[src/rtl/dsp_skid_reg.sv]
// Two-entry valid/ready skid buffer for the DSP datapath; all outputs are registered.
// Define DSP_SKID_STATS_EN to add the saturating stall_cnt output and its CNT_WIDTH parameter.
module dsp_skid_reg #(
  parameter int WIDTH = 18
`ifdef DSP_SKID_STATS_EN
  , parameter int CNT_WIDTH = 16
`endif
) (
  input  logic             clk,
  input  logic             rst_n,
  input  logic             flush,
  input  logic             s_valid,
  output logic             s_ready,
  input  logic [WIDTH-1:0] s_data,
  output logic             m_valid,
  input  logic             m_ready,
  output logic [WIDTH-1:0] m_data
`ifdef DSP_SKID_STATS_EN
  , output logic [CNT_WIDTH-1:0] stall_cnt
`endif
);

  localparam logic [1:0] ST_EMPTY = 2'd0;
  localparam logic [1:0] ST_BUSY  = 2'd1;
  localparam logic [1:0] ST_FULL  = 2'd2;

  logic [1:0]       state_q, state_d;
  logic [WIDTH-1:0] main_q, main_d;
  logic [WIDTH-1:0] skid_q, skid_d;
  logic             m_valid_q, m_valid_d;
  logic             s_ready_q, s_ready_d;
  logic             in_xfer, out_xfer;

  assign in_xfer  = s_valid & s_ready_q;
  assign out_xfer = m_valid_q & m_ready;

  always_comb begin
    state_d   = state_q;
    main_d    = main_q;
    skid_d    = skid_q;
    m_valid_d = m_valid_q;
    s_ready_d = s_ready_q;
    // Flush outranks any handshake; main_q keeps its value so m_data does not glitch to zero.
    if (flush) begin
      state_d   = ST_EMPTY;
      m_valid_d = 1'b0;
      s_ready_d = 1'b1;
    end else begin
      case (state_q)
        ST_EMPTY: begin
          if (in_xfer) begin
            main_d    = s_data;
            state_d   = ST_BUSY;
            m_valid_d = 1'b1;
          end
        end
        ST_BUSY: begin
          if (in_xfer && out_xfer) begin
            main_d = s_data;
          end else if (in_xfer) begin
            skid_d    = s_data;
            state_d   = ST_FULL;
            s_ready_d = 1'b0;
          end else if (out_xfer) begin
            state_d   = ST_EMPTY;
            m_valid_d = 1'b0;
          end
        end
        ST_FULL: begin
          if (out_xfer) begin
            main_d    = skid_q;
            state_d   = ST_BUSY;
            s_ready_d = 1'b1;
          end
        end
        default: begin
          state_d   = ST_EMPTY;
          m_valid_d = 1'b0;
          s_ready_d = 1'b1;
        end
      endcase
    end
  end

  always_ff @(posedge clk or negedge rst_n) begin
    if (!rst_n) begin
      state_q   <= ST_EMPTY;
      main_q    <= '0;
      skid_q    <= '0;
      m_valid_q <= 1'b0;
      s_ready_q <= 1'b1;
    end else begin
      state_q   <= state_d;
      main_q    <= main_d;
      skid_q    <= skid_d;
      m_valid_q <= m_valid_d;
      s_ready_q <= s_ready_d;
    end
  end

  assign s_ready = s_ready_q;
  assign m_valid = m_valid_q;
  assign m_data  = main_q;

`ifdef DSP_SKID_STATS_EN
  logic [CNT_WIDTH-1:0] stall_cnt_q, stall_cnt_d;

  always_comb begin
    stall_cnt_d = stall_cnt_q;
    if (flush) begin
      stall_cnt_d = '0;
    end else if (m_valid_q && !m_ready && !(&stall_cnt_q)) begin
      stall_cnt_d = stall_cnt_q + 1'b1;
    end
  end

  always_ff @(posedge clk or negedge rst_n) begin
    if (!rst_n) begin
      stall_cnt_q <= '0;
    end else begin
      stall_cnt_q <= stall_cnt_d;
    end
  end

  assign stall_cnt = stall_cnt_q;
`endif

endmodule

[config.mk]
export PLATFORM = sky130hd
export DESIGN_NAME = dsp_skid_reg
export DESIGN_NICKNAME = d
export VERILOG_FILES = /design/src/rtl/dsp_skid_reg.sv
export SDC_FILE = /design/constraint.sdc
export NUM_CORES = 1
export LEC_CHECK = 0
export BUFFER_PORTS_ARGS = -buffer_cell sky130_fd_sc_hd__buf_2
export CORE_ASPECT_RATIO = 0.7
export CORE_MARGIN = 5
export CORE_UTILIZATION = 54
export DETAILED_ROUTE_END_ITERATION = 7
export GPL_TIMING_DRIVEN = 0
export PLACE_DENSITY = 0.79
export RECOVER_POWER = 25
export SYNTH_ARGS = -nofsm -noshare
export SYNTH_HDL_FRONTEND = slang
export SYNTH_SLANG_ARGS = --single-unit
[constraint.sdc]
create_clock -name clk -period 1.7 [get_ports clk]
set_input_delay 0.51 -clock clk [delete_from_list [all_inputs] [get_ports clk]]
set_output_delay 0.51 -clock clk [all_outputs]
set_load 0.02 [all_outputs]
# After elaboration in Yosys (flattened, before gate mapping)
# Cells that the tools add are included.
# word_totals
reg_bits,40
input_bits,23
out_inout_bits,20
# op_classes
n_eq_ne,14
muxes,22
bitwise_logic,4
n_reduce_logical,8
# op_table
cell,count
18-bit two-way mux,3
18-bit case mux with 3 select lines,1
3-bit inequality test (second input constant),6
2-bit two-way mux,6
4-bit AND reduction,3
2-bit inequality test (second input constant),5
5-bit AND reduction,2
1-bit two-way mux,9
1-bit case mux with 3 select lines,2
2-bit case mux with 3 select lines,1
4-bit inequality test (second input constant),1
3-bit nonzero test,1
1-bit AND,2
2-bit by 1-bit equality test with 1-bit output (second input constant),1
2-bit equality test (second input constant),1
2-bit zero test,1
1-bit inverter,2
1-bit logical AND,1

# Longest topological paths before layout
# Gate-level depths: netlist of run 1.
# logic_depth
depth_word,6
ltp_mapped,5

# Least setup slack after synthesis of run 1
# Ideal clock, no wire load.
# synth_timing
path_kind,register to register
startpoint,register s_ready_q (netlist: s_ready)
endpoint,register skid_q[0]
setup_time_ps,125
arrival_ps,1455
t_required_ps,1575
setup_slack_ps,120
stages_incl_launch_ff,5
n_path_buf,1
synth_period_minus_slack_ps,1580
cell_sequence,dfstp_2 > and3b_2 > nand3_4 > buf_6 > mux2_4
# synth_between
elab_chain_len,4
# synth_lines
element,line_no,rtl
"start, declared",31,"logic s_ready_q, s_ready_d;"
"start signal, assigned",97,s_ready_q <= s_ready_d;
1-bit AND *,34,assign in_xfer = s_valid & s_ready_q;
1-bit logical AND,58,if (in_xfer && out_xfer) begin
1-bit inverter (no line),-,
4-bit AND reduction (no line) *,-,
"end signal, assigned",95,skid_q <= skid_d;
"end, declared",29,"logic [WIDTH-1:0] skid_q, skid_d;"
# Every way passes the cells marked *; elsewhere a longest branch is shown, timed or not.
# A chain may end at the register's enable or synchronous reset.

# Worst setup path in the final report of run 1
# layout_timing
startpoint,register state_q[0]
endpoint,register main_q[15] (netlist: m_data[15])
# layout_between
elab_chain_len,3
word_cells_on_any_way,9
cone_classes,5 x eq/ne; 1 x mux; 3 x reduce/logical
# layout_lines
element,line_no,rtl
"start, declared",27,"logic [1:0] state_q, state_d;"
"start signal, assigned",93,state_q <= state_d;
"2-bit by 1-bit equality test with 1-bit output, or another cell as far along",49,case (state_q)
2-bit inequality test (no line) or 3-bit nonzero test (tied branches),-,
5-bit AND reduction (no line),-,
"end signal, assigned",94,main_q <= main_d;
"end, declared",28,"logic [WIDTH-1:0] main_q, main_d;"
# Parallel ways exist; a longest one is shown, timed or not.

==> run metrics, run 1 <==
DR vias/cell 5.95; CP Launch Type flip-flop; setup_tns 0 ps; worst hold path type in2async; setup violators final 0; diode count 0; I/O pin cnt 43; initial drt markers between 100 and 150; Rel. slew slack 0.336; CP Capture Type flip-flop; gpl congestion ~0.8; gr usage total 0.207; Tightest Pin Transition about 1000 ps; final WL 5200 um; root buf cell clkbuf_8; pre-CTS setup slack -90.1 ps; sequential share of the synthesized area 0.483; Yosys warning count 0; # rows 18; worst clock skew approximately 11 ps; max_cap viols 0; crit path DAT between 1500 and 2000 ps; area leader, netlist dfrtp_1; Post-Synthesis Cells 172; critical path class reg2reg; most common cell in the netlist dfrtp_1; Post-synth ARST share 1.00; fin crit share 0.969; Data required, critical path around 1900 ps; most frequent cells after synthesis dfrtp_1 (39), a21oi_1 (20), and3b_1 (20); clk_lat worst skew 300 ps; Fin. Hold Viols 0; Top FF cell, synth dfrtp_1; status completed; CTS H-Tree Depth 2; die outline area about 5200 um2; layout cells sized above 1 0.416; global route overflow 0; initial antenna violation count 0; routed length per instance between 15 and 20 um; number of remaining DRC errors 0; DP HPWL between 3000 and 4000 um; fillers 279; top cells by area, synth dfrtp_1 (47%), and3b_1 (8.4%), mux2_4 (7.2%), a211oi_1 (6.5%), a22oi_1 (5.1%); Sink Count 40; Pre-antenna DRT Iters 4; total number of vias between 1,500 and 2,000; Syn Area/Cell between 10 and 15 um2; Pwr Density approximately 1600 nW/um2; core area around 3600 um2; Routed Antenna Nets 0; max frequency 607 MHz; initial core utilization 0.576; Leakage between 1 and 1.5 nW; Max FO, Critical Path 10; I/O Buffers 42; CTS tree done; Die H around 62 um; EDFF count, synth 0; first-pass GRT wire length slightly above 8000 um; chip width between 80 and 90 um; Inserted Clock Buffers 5; vias in the first global route ~1,600; Yosys reg bits 40; largest net degree at the start of global routing just over 40; Distinct cells, synth 30; final setup margin 53.3 ps; area share of the largest cell type after synthesis 0.470; Final min period 1650 ps; final slew viol count 0; Clk pin slew, worst setup/hold paths approximately 80 ps; Max Root-Sink Buffers 2; Max rail drop VDD 0.929 mV; nets@finish roughly 250; Fin Hold WS approximately 370 ps; syn_nets approximately 200; Cell Area, Synth around 2100 um2; Layout Area Growth over Synthesis 20.0%; unrepaired setup endpoints after global routing yes
==> power by group <==
part,total (mW),switching [mW],internal (mW)
registers,1.66,0.259,1.40
logic,1.68,0.894,0.782
clock network,0.645,0.314,0.331
total,3.98,1.47,2.52
==> cells in the final DEF (no fill, tap or decap), drive strengths merged <==
master	Yosys	layout
buf	10	54
dfrtp	39	39
and3b	21	21
a21oi	20	20
mux2	19	19
a211oi	18	18
a22oi	18	18
clkbuf	6	16
a21o	3	3
nand2	3	3
nand3	1	1
nand4b	1	1
nand4bb	1	1
nand2b	1	1
nand3b	1	1
o211ai	1	1
a21bo	1	1
o31ai	1	1
a21boi	1	1
inv	1	1
a211o	1	1
nor2	1	1
o21ai	1	1
or2	1	1
dfstp	1	1
==> cell families after synthesis <==
logic type	after synthesis	synth area share
AOI/OAI and AO/OA	65	0.224
buffers and inverters	17	0.0482
DFF	40	0.483
muxes	19	0.121
and+or+nand+nor	31	0.124
==> area by class of cell <==
| type | instances | area (um2) | area share |
|---|---|---|---|
| Buffer | 16 | 104 | 0.0417 |
| Clock buffer | 8 | 90.1 | 0.0362 |
| Inverter | 1 | 3.75 | 0.00151 |
| Multi-Input combinational cell | 115 | 987 | 0.396 |
| Sequential cell | 40 | 1000 | 0.403 |
| Tap cell | 50 | 62.6 | 0.0251 |
| Timing Repair Buffer | 46 | 240 | 0.0964 |
==> flip-flops by register name, indices dropped and copies added, names as in the netlist <==
signal and flops:
m_data 18, state_q 2, m_valid 1, s_ready 1, skid_q 18
==> metrics by stage <==
stage               power (mW)   util  area (um2)  instances
floorplan                 2.76      -        2080        172
global route              4.22  0.691        2490        276
detailed placement        3.29  0.652        2350        264
global placement          3.19  0.652        2350        264
finish                    3.98  0.691        2490        276
CTS                       3.94  0.677        2440        272
==> metal layers <==
metal  GRT usage  wire, um
met3      0.0672       277
met2       0.361      2630
met1       0.256      2260
met4      0.0528        37
met5           0         0
==> critical path, stage by stage, from the launching register on <==
cell and delay (ps):
dfrtp_2 470, clkbuf_1 330, and3b_1 220, a211oi_1 330, a22oi_1 150
==> repair_timing <==
action	CTS	global route
buffers inserted	0	4
hold buffers	0	0
gates resized for setup	0	7
setup endpoints to repair	0	21
==> path summary, 6_finish.rpt <==
kind	to	depth (start not counted)	slack, ps	startpoint
min reg2reg	skid_q[10]	1	500	skid_q[10]
max reg2reg	m_data[15]	4	50	state_q[0]
max	m_data[15]	4	50	state_q[0]
max in group asynchronous	state_q[0]	1	660	rst_n
min	skid_q[9]	1	370	rst_n
min in group clk	skid_q[9]	2	470	s_data[9]
No activity file was read; power rests on OpenSTA's default activity.
==> run 2: changes to the inputs <==
Settings changed: CORE_MARGIN 5 to 1, SETUP_SLACK_MARGIN set to 0.5.
==> run metrics, run 2 (synthesis results as in run 1) <==
status completed; Routed Antenna Nets 0; worst hold path type in2async; Die H roughly 54 um; Net Sw Frac 0.349; Fin Hold WS 370 ps; vias in the first global route between 1,500 and 2,000; Tightest Pin Transition between 1000 and 1500 ps; CTS tree done; Layout Cells excl Fill between 300 and 400; I/O pin cnt 43; worst clock skew between 7 and 8 ps; number of remaining DRC errors 0; unrepaired setup endpoints after global routing yes; DR vias/cell roughly 6.7; nets@finish about 270; initial drt markers 180; Comb pwr share 0.479; largest net degree at the start of global routing slightly above 40; Rel. slew slack 0.319; fillers 155; Layout Area Growth over Synthesis 49.5%; Sink Count 40; initial antenna violation count 0; setup violators final 0; Leakage 1.44 nW; Max rail drop VDD ~1.0 mV; crit path DAT between 1500 and 2000 ps; layout cells sized above 1 0.598; max frequency between 600 and 700 MHz; Clk pin slew, worst setup/hold paths around 90 ps; initial core utilization 0.576; Pwr Total ~5.5 mW; CTS H-Tree Depth 2; Cells after DPL approximately 260; max_cap viols 0; Fin. Hold Viols 0; Max Root-Sink Buffers 2; Pwr Density between 1500 and 2000 nW/um2; Cell Int Power between 3 and 4 mW; die outline area between 4000 and 5000 um2; sw power roughly 1.9 mW; gr usage total 0.348; gpl congestion between 0.8 and 0.9; Data required, critical path 1900 ps; worst path cell trace nand4bb_1 -> a21o_1 -> buf_6 -> buf_6 -> a22oi_1; met1 usage 0.431; # rows 18; gr busiest metal met2; total number of vias between 2,000 and 2,500; Inserted Clock Buffers 5; I/O Buffers 42; met2 Track Usage GR 0.588; CTS Hold Buffers Added 0; Reg power frac 0.320; Max FO, Critical Path 5; Crit path top cell by count buf_6; diode count 0; slack of the worst reg-to-reg path 60 ps; Slowest-stage cell, CP dfstp_2; Pre-antenna DRT Iters 4; Final min period ~1600 ps; chip width about 76 um; most frequent cells in the layout dfrtp_1 (36), buf_6 (28), buf_2 (23), buf_4 (23), and3b_1 (20); most common cell after layout, fill and taps aside dfrtp_1; Buffers & Inverters on Critical Path 2; global route overflow 0; first-pass GRT wire length around 10,000 um; delay-heaviest family, CP flip-flops; core area about 3600 um2; root buf cell clkbuf_8; share of total power in the clock network 0.201; CP Launch Type flip-flop; DP HPWL 3470 um; routed length per instance 24.7 um; Worst path max stage delay 600 ps; fin crit share 0.966; final slew viol count 0; final WL ~7400 um; CP Capture Type flip-flop; met3 Use GR 0.0983; clk_lat worst skew between 300 and 400 ps; critical path class reg2reg
## run 2: changes by cell type in the layout (fill, tap and decap cells not counted), sizes merged
cell,before,now
bufinv,0,3
clkbuf,16,12
buf,54,80
## run 2: routing by layer
metal / up-vias / part of all wire
li1: 813 / -
met1: 997 / 0.38
met2: 154 / 0.48
met3: 39 / 0.089
met4: 0 / 0.052
met5: - / 0
## run 2: worst paths after layout
check | startpoint | endpoint | depth (start not counted)
max in group asynchronous | rst_n | m_valid | 1
min reg2reg | skid_q[8] | skid_q[8] | 1
max | s_ready | m_data[13] | 5
min | rst_n | skid_q[17] | 1
max reg2reg | s_ready | m_data[13] | 5
min in group clk | s_data[8] | skid_q[8] | 2
## run 2: layout make-up
class / count / area [um2] / area share
clock buffer: 5 / 68.8 / 0.0222
timing repair buffer: 71 / 608 / 0.196
clock inverter: 3 / 90.1 / 0.0290
tap: 50 / 62.6 / 0.0202
buffer: 16 / 148 / 0.0476
multi-input combinational: 115 / 1120 / 0.360
inverter: 1 / 3.75 / 0.00121
sequential: 40 / 1010 / 0.324
## run 2: repair_timing
item | CTS | global route
setup endpoints to repair | 60 | 60
setup buffers | 20 | 7
gates cloned | 2 | 0
gates resized for setup | 83 | 14
pin swaps | 10 | 3
## run 2: per-stage QoR
step / setup TNS (ps) / area (um2) / setup slack, ps / util
after floorplan: 0 / 2090 / 121 / -
after global placement: -529 / 2360 / -57.3 / 0.656
after detailed placement: -1200 / 2360 / -125 / 0.656
after CTS: 0 / 2990 / 184 / 0.829
after global routing: 0 / 3100 / 35.9 / 0.861
final: 0 / 3100 / 58.5 / 0.861
## run 2: worst register-to-register path, stage by stage, from the launching register on
cell	delay, ps
dfstp_2	600
nand4bb_1	180
a21o_1	250
buf_6	150
buf_6	130
a22oi_1	240
## run 2: power by group through the flow
stage               combinational, mW  sequential (mW)  clock (mW)
global placement                 1.58             1.63           0
finish                           2.64             1.76        1.11
global route                     2.75             1.79        1.15
floorplan                       0.883             1.90           0
detailed placement               1.63             1.67           0
CTS                              2.30             1.71        1.09
